===== src/rtl/exception_sequencer.sv =====
// rtl/exception_sequencer.sv - exception detect, EPC save and vector fetch sequencer
//
// Purpose: sits directly upstream of the EPC register in a multicycle MIPS
// datapath. It resolves exception priority, writes the faulting PC into EPC,
// reads the handler vector byte from memory and loads it into PC. It holds
// busy for the whole sequence so the main control unit stalls.
//
// Ports:
//   clk                   rising-edge system clock
//   reset                 asynchronous active-low reset
//   flag_opcode/ovf/div0  exception flags, level-sensitive
//   pc_cur                address of the faulting instruction
//   mem_rdata             vector byte returned by memory
//   epc_we, epc_data      one-cycle EPC write of the latched PC
//   mem_rd, mem_addr      vector byte read request
//   pc_we, pc_next        one-cycle PC write of the zero-extended vector byte
//   busy                  high in SAVE, FETCH and LOAD
//   cause                 latched cause: 0 none, 1 opcode, 2 ovf, 3 div0
//   nested                sticky: an exception arrived while not idle
module exception_sequencer #(
    parameter int VEC_BASE = 253,
    parameter int MEM_LAT  = 1
) (
    input  logic        clk,
    input  logic        reset,
    input  logic        flag_opcode,
    input  logic        flag_ovf,
    input  logic        flag_div0,
    input  logic [31:0] pc_cur,
    input  logic [7:0]  mem_rdata,
    output logic        epc_we,
    output logic [31:0] epc_data,
    output logic        mem_rd,
    output logic [31:0] mem_addr,
    output logic        pc_we,
    output logic [31:0] pc_next,
    output logic        busy,
    output logic [1:0]  cause,
    output logic        nested
);

    typedef enum logic [2:0] {
        S_IDLE,
        S_SAVE,
        S_FETCH,
        S_LOAD,
        S_DONE
    } state_t;

    localparam logic [2:0]  LAT_LAST   = 3'(MEM_LAT - 1);
    localparam logic [31:0] VEC_BASE_W = 32'(VEC_BASE);

    state_t      r_state;
    state_t      w_next;
    logic [1:0]  r_cause;
    logic [31:0] r_pc;
    logic [7:0]  r_byte;
    logic [2:0]  r_cnt;
    logic        r_nested;

    logic        w_any;
    logic [1:0]  w_cause;
    logic        w_fetch_last;

    assign w_any        = flag_opcode | flag_ovf | flag_div0;
    assign w_cause      = flag_opcode ? 2'd1 :
                          flag_ovf    ? 2'd2 :
                          flag_div0   ? 2'd3 : 2'd0;
    assign w_fetch_last = (r_cnt == LAT_LAST);

    always_ff @(posedge clk or negedge reset) begin
        if (!reset) begin
            r_state  <= S_IDLE;
            r_cause  <= 2'd0;
            r_pc     <= 32'd0;
            r_byte   <= 8'd0;
            r_cnt    <= 3'd0;
            r_nested <= 1'b0;
        end else begin
            r_state <= w_next;
            // Any flag outside IDLE (DONE included) is dropped but remembered.
            if (r_state != S_IDLE && w_any)
                r_nested <= 1'b1;
            case (r_state)
                S_IDLE: begin
                    if (w_any) begin
                        r_cause <= w_cause;
                        r_pc    <= pc_cur;
                    end
                end
                S_SAVE:  r_cnt <= 3'd0;
                S_FETCH: begin
                    r_cnt <= r_cnt + 3'd1;
                    // Memory data is valid at the edge that leaves FETCH.
                    if (w_fetch_last)
                        r_byte <= mem_rdata;
                end
                // Clear on entry to DONE so cause reads 0 during DONE.
                S_LOAD:  r_cause <= 2'd0;
                default: ;
            endcase
        end
    end

    always_comb begin
        w_next   = r_state;
        epc_we   = 1'b0;
        mem_rd   = 1'b0;
        mem_addr = 32'd0;
        pc_we    = 1'b0;
        busy     = 1'b0;
        case (r_state)
            S_IDLE: begin
                if (w_any)
                    w_next = S_SAVE;
            end
            S_SAVE: begin
                epc_we = 1'b1;
                busy   = 1'b1;
                w_next = S_FETCH;
            end
            S_FETCH: begin
                mem_rd   = 1'b1;
                mem_addr = VEC_BASE_W + {30'd0, r_cause} - 32'd1;
                busy     = 1'b1;
                if (w_fetch_last)
                    w_next = S_LOAD;
            end
            S_LOAD: begin
                pc_we  = 1'b1;
                busy   = 1'b1;
                w_next = S_DONE;
            end
            S_DONE:  w_next = S_IDLE;
            default: w_next = S_IDLE;
        endcase
    end

    assign epc_data = r_pc;
    assign pc_next  = {24'd0, r_byte};
    assign cause    = r_cause;
    assign nested   = r_nested;

endmodule

===== config.mk =====
export PLATFORM = sky130hd
export DESIGN_NAME = exception_sequencer
export DESIGN_NICKNAME = d
export VERILOG_FILES = /design/src/rtl/exception_sequencer.sv
export SDC_FILE = /design/constraint.sdc
export NUM_CORES = 1
export LEC_CHECK = 0
export CORE_MARGIN = 1.5
export CORE_UTILIZATION = 35
export DETAILED_ROUTE_END_ITERATION = 10
export PLACE_DENSITY_LB_ADDON = 0.2
export SKIP_CTS_REPAIR_TIMING = 1
export SLEW_MARGIN = 0
export SYNTH_ARGS = -nofsm -noshare
export SYNTH_HDL_FRONTEND = slang
export SYNTH_SLANG_ARGS = --single-unit

===== constraint.sdc =====
create_clock -name clk -period 3.7 [get_ports clk]
set_input_delay 0.74 -clock clk [delete_from_list [all_inputs] [get_ports clk]]
set_output_delay 0.74 -clock clk [all_outputs]
set_load 0.01 [all_outputs]

# Word level (Yosys, flattened, before mapping)
# Cells that the tools add are included.
dict set report word_totals {
  ff_bits 49
  input_bits 45
  elab_cells 41
}
dict set report op_classes {
  n_addsub 3
  eq_ne 5
  muxes 14
  bitwise 2
  n_reduce_logical 11
}
# operator count
set op_table {}
lappend op_table {{$mux 32} 1}
lappend op_table {{$pmux 3 s4} 1}
lappend op_table {{$sub 9x1->10 const B} 1}
lappend op_table {{$add 8x2->9 const A} 1}
lappend op_table {{$mux 2} 4}
lappend op_table {{$reduce_and 2->1} 4}
lappend op_table {{$eq 3x2->1 const B} 2}
lappend op_table {{$logic_not 3->1} 2}
lappend op_table {{$mux 3} 2}
lappend op_table {{$pmux 3 s2} 1}
lappend op_table {{$mux 1} 4}
lappend op_table {{$ne 2x2->1 const B} 2}
lappend op_table {{$pmux 2 s2} 1}
lappend op_table {{$reduce_bool 2->1} 2}
lappend op_table {{$add 3x1->3 const B} 1}
lappend op_table {{$eq 3x1->1 const B} 1}
lappend op_table {{$reduce_bool 3->1} 1}
lappend op_table {{$reduce_or 3->1} 1}
lappend op_table {{$or 1x1->1} 2}
lappend op_table {{$logic_and 1x1->1} 1}

# Longest topological paths before layout
dict set report depth {
  ltp_word 5
  mapped_depth 5
  depth_no_buf 4
}

# Worst setup path after synthesis
# No wires, ideal clock.
dict set report synth_path {
  path_kind {register to output}
  startpoint {register r_state[0]}
  endpoint {output mem_addr[0]}
  arrival_time_ns 1.222
  slack_ns 1.738
  path_stages_with_launch 3
  path_buffers 0
  path_cell_list {dfrtp_1 > nor3b_4 > and2_2}
}
dict set report synth_between {
  elab_chain_cells 2
}
# item line
set synth_rtl {}
lappend synth_rtl {{from (decl)} 53} ;# state_t r_state;
lappend synth_rtl {{from (signal assigned)} 80} ;# r_state <= w_next;
lappend synth_rtl {{$eq 3x2->1} 112} ;# case (r_state)
lappend synth_rtl {{$mux 32} 112}
lappend synth_rtl {{to (decl)} 34} ;# output logic [31:0] mem_addr,
# No other way between the ends.

# Worst setup path in the final report
dict set report layout_path {
  startpoint {register r_state[0]}
  endpoint {output mem_addr[1]}
}
# The elaborated chain is that of the path after synthesis.

==> results.json <==
{
  "status": "complete, no violations",
  "final_common_cell": "clkdlybuf4s50_1",
  "fin_crit_sh_pct": 75.99,
  "yosysUniqueCellTypes": 28,
  "initial_core_util_pct": 35.90,
  "multi_input_area_um2": 900.9,
  "synth-seq-area-share_pct": 50.83,
  "drt_iter0_drc": 23,
  "path_class": "flop to output port",
  "ant_nets": 0,
  "track_usage_pct": 12.33,
  "gp_congestion": 0.6352,
  "synth_top_area_share_pct": 50.83,
  "tns_ns": 0,
  "viasPerCell": 4.193,
  "vias": 1497,
  "crit_path_top_delay_cell": "nor3b_4",
  "numCtsBuffers": 5,
  "clock_path_buffers": 2,
  "cts-root-buf": "clkbuf_8",
  "grt_max_degree": 38,
  "core.rowCount": 30,
  "crit_path_end_kind": "output port",
  "clock_latency_ns": 0.30,
  "placed_cell_area_um2": 3256,
  "p_leak_nw": 1.503,
  "dpl.cell_count": 350,
  "overflow": 0,
  "register_area_um2": 1226,
  "clkTransAtPathRegs_ns": 0.09,
  "slew_headroom_pct": 44.82,
  "place_hpwl_um": 3298,
  "critPathMaxStageDelay_ns": 0.55,
  "ys.warnings.count": 0,
  "fp.dieH_um": 86.02,
  "min-delay-path-class": "flop to flop",
  "fin_skew_ns": 0.01289,
  "synth_edf_count": 0,
  "critPathLaunchType": "flop",
  "grt_pass1_wl_um": 7031,
  "grt_pass1_vias": 1426,
  "ir_drop_mv": 0.2834,
  "setup_viol": 0,
  "cts.sinks": 49,
  "io_buffers": 99,
  "syn2layout_area_growth_pct": 38.69,
  "pin_count": 148,
  "nets": 324,
  "drive_gt1_share_pct": 20.58,
  "num_antenna_cells": 0,
  "synthCells": 180,
  "crit_chain": "nor3b_4, and2_2, clkdlybuf4s50_1",
  "fin_crit_ns": 2.812,
  "crit_arrival_ns": 2.07,
  "instances_no_fill": 357,
  "max_freq_ghz": 0.3557,
  "drt_wl_total_um": 4417,
  "ys.flop_type": "dfrtp_1",
  "synth_top_area_cell": "dfrtp_1",
  "drcViolationCount": 0,
  "dp_slack_ns": 1.175,
  "die_w_um": 86.02,
  "cp_max_fo": 15,
  "async_reset_ff_share_pct": 100.0,
  "finalMaxSlewViolations": 0,
  "htreeDepth": 2,
  "syn-mean-instance-area_um2": 13.40,
  "tightest_slew_ns": 0.8277,
  "final_cell_mix": "98 x clkdlybuf4s50_1, 49 x dfrtp_1, 48 x conb_1",
  "antenna_found_initial": 0,
  "yosys-top-cells-area": "dfrtp_1 51%, buf_4 17%, mux2_2 14%, mux2_4 5.0%, mux2_1 1.9%",
  "syn_area_um2": 2412,
  "cap_violations": 0,
  "fillers": 624,
  "crit_required_ns": 2.96,
  "drt_first_pass_iters": 2,
  "fp.coreArea_um2": 6719,
  "hold_viol": 0,
  "fin_area_um2": 3346,
  "routedWlPerCell_um": 12.37,
  "rsz0062_at_grt": "no",
  "worst_slack_ns": 0.8883,
  "pwr_density_cell_nw_per_um2": 839.9,
  "ys_seq_elements": 49,
  "dieArea_um2": 7399,
  "cts_tree": "done"
}
sequential cells by signal (all words and copies together) (netlist names):
register / cells
epc_data: 32
r_cnt: 3
r_byte: 8
nested: 1
cause: 2
r_state: 3
metrics by stage:
step           hold slack, ns  util, %  total power [mW]
2_1_floorplan          0.4444        -             1.850
3_3_place_gp           0.4719    48.45             2.494
3_5_place_dp           0.4711    48.45             2.517
4_1_cts                0.4963    49.80             2.849
5_1_grt                0.5189    49.80             2.995
6_report               0.4903    49.80             2.810
final timing paths:
path | from | endpoint | cells past startpoint | slack [ns]
max | r_state[0] | mem_addr[1] | 3 | 0.89
min in group asynchronous | reset | epc_data[31] | 1 | 0.53
min reg2reg | nested | nested | 1 | 0.49
min | nested | nested | 1 | 0.49
max reg2reg | r_state[0] | epc_data[5] | 4 | 1.74
max in group asynchronous | reset | epc_data[17] | 2 | 2.47
critical path: cells and delay by family (launching register included):
family	cells	cell delay [ns]
AND/OR/NAND/NOR	2	0.79
buffers and inverters	1	0.53
flip-flops	1	0.46
synth_stat cells (2+ instances only):
master,n
buf_6,3
mux2_1,4
dfrtp_1,49
nor2_1,3
and2_2,2
nand2b_1,2
inv_1,4
and3b_2,2
mux2_4,8
ha_1,2
mux2_2,29
a22o_2,2
buf_4,55
kinds of logic after synthesis:
kind of cell / Yosys count / synth area share, %
other cells: 1 / 0.1555
mux: 42 / 20.80
compound gates: 7 / 2.230
flops: 49 / 50.83
buf+inv: 62 / 19.14
simple gates: 17 / 5.809
fa+ha+maj: 2 / 1.037
metal layers:
metal  GRT usage, %  share of wire [%]  vias up
met5              0                  0        -
met4          4.399                1.4        0
met3          5.294                8.3        7
met2          19.83                 49       73
met1          14.79                 41      726
li1               -                  -      691
cell type report:
class / instances / area share, %
Inverter: 4 / 0.4488
Sequential cell: 49 / 36.65
Clock buffer: 6 / 2.468
Multi-Input combinational cell: 116 / 26.93
Clock inverter: 1 / 0.2244
Tap cell: 80 / 2.992
Timing Repair Buffer: 101 / 30.29
power by group:
part           total, mW  switching (mW)  internal [mW]
Combinational       1.52           0.567          0.955
Clock              0.325           0.177          0.148
Sequential         0.964           0.157          0.806
Total               2.81           0.901           1.91
Note: power is estimated with default switching activity, not from simulation.
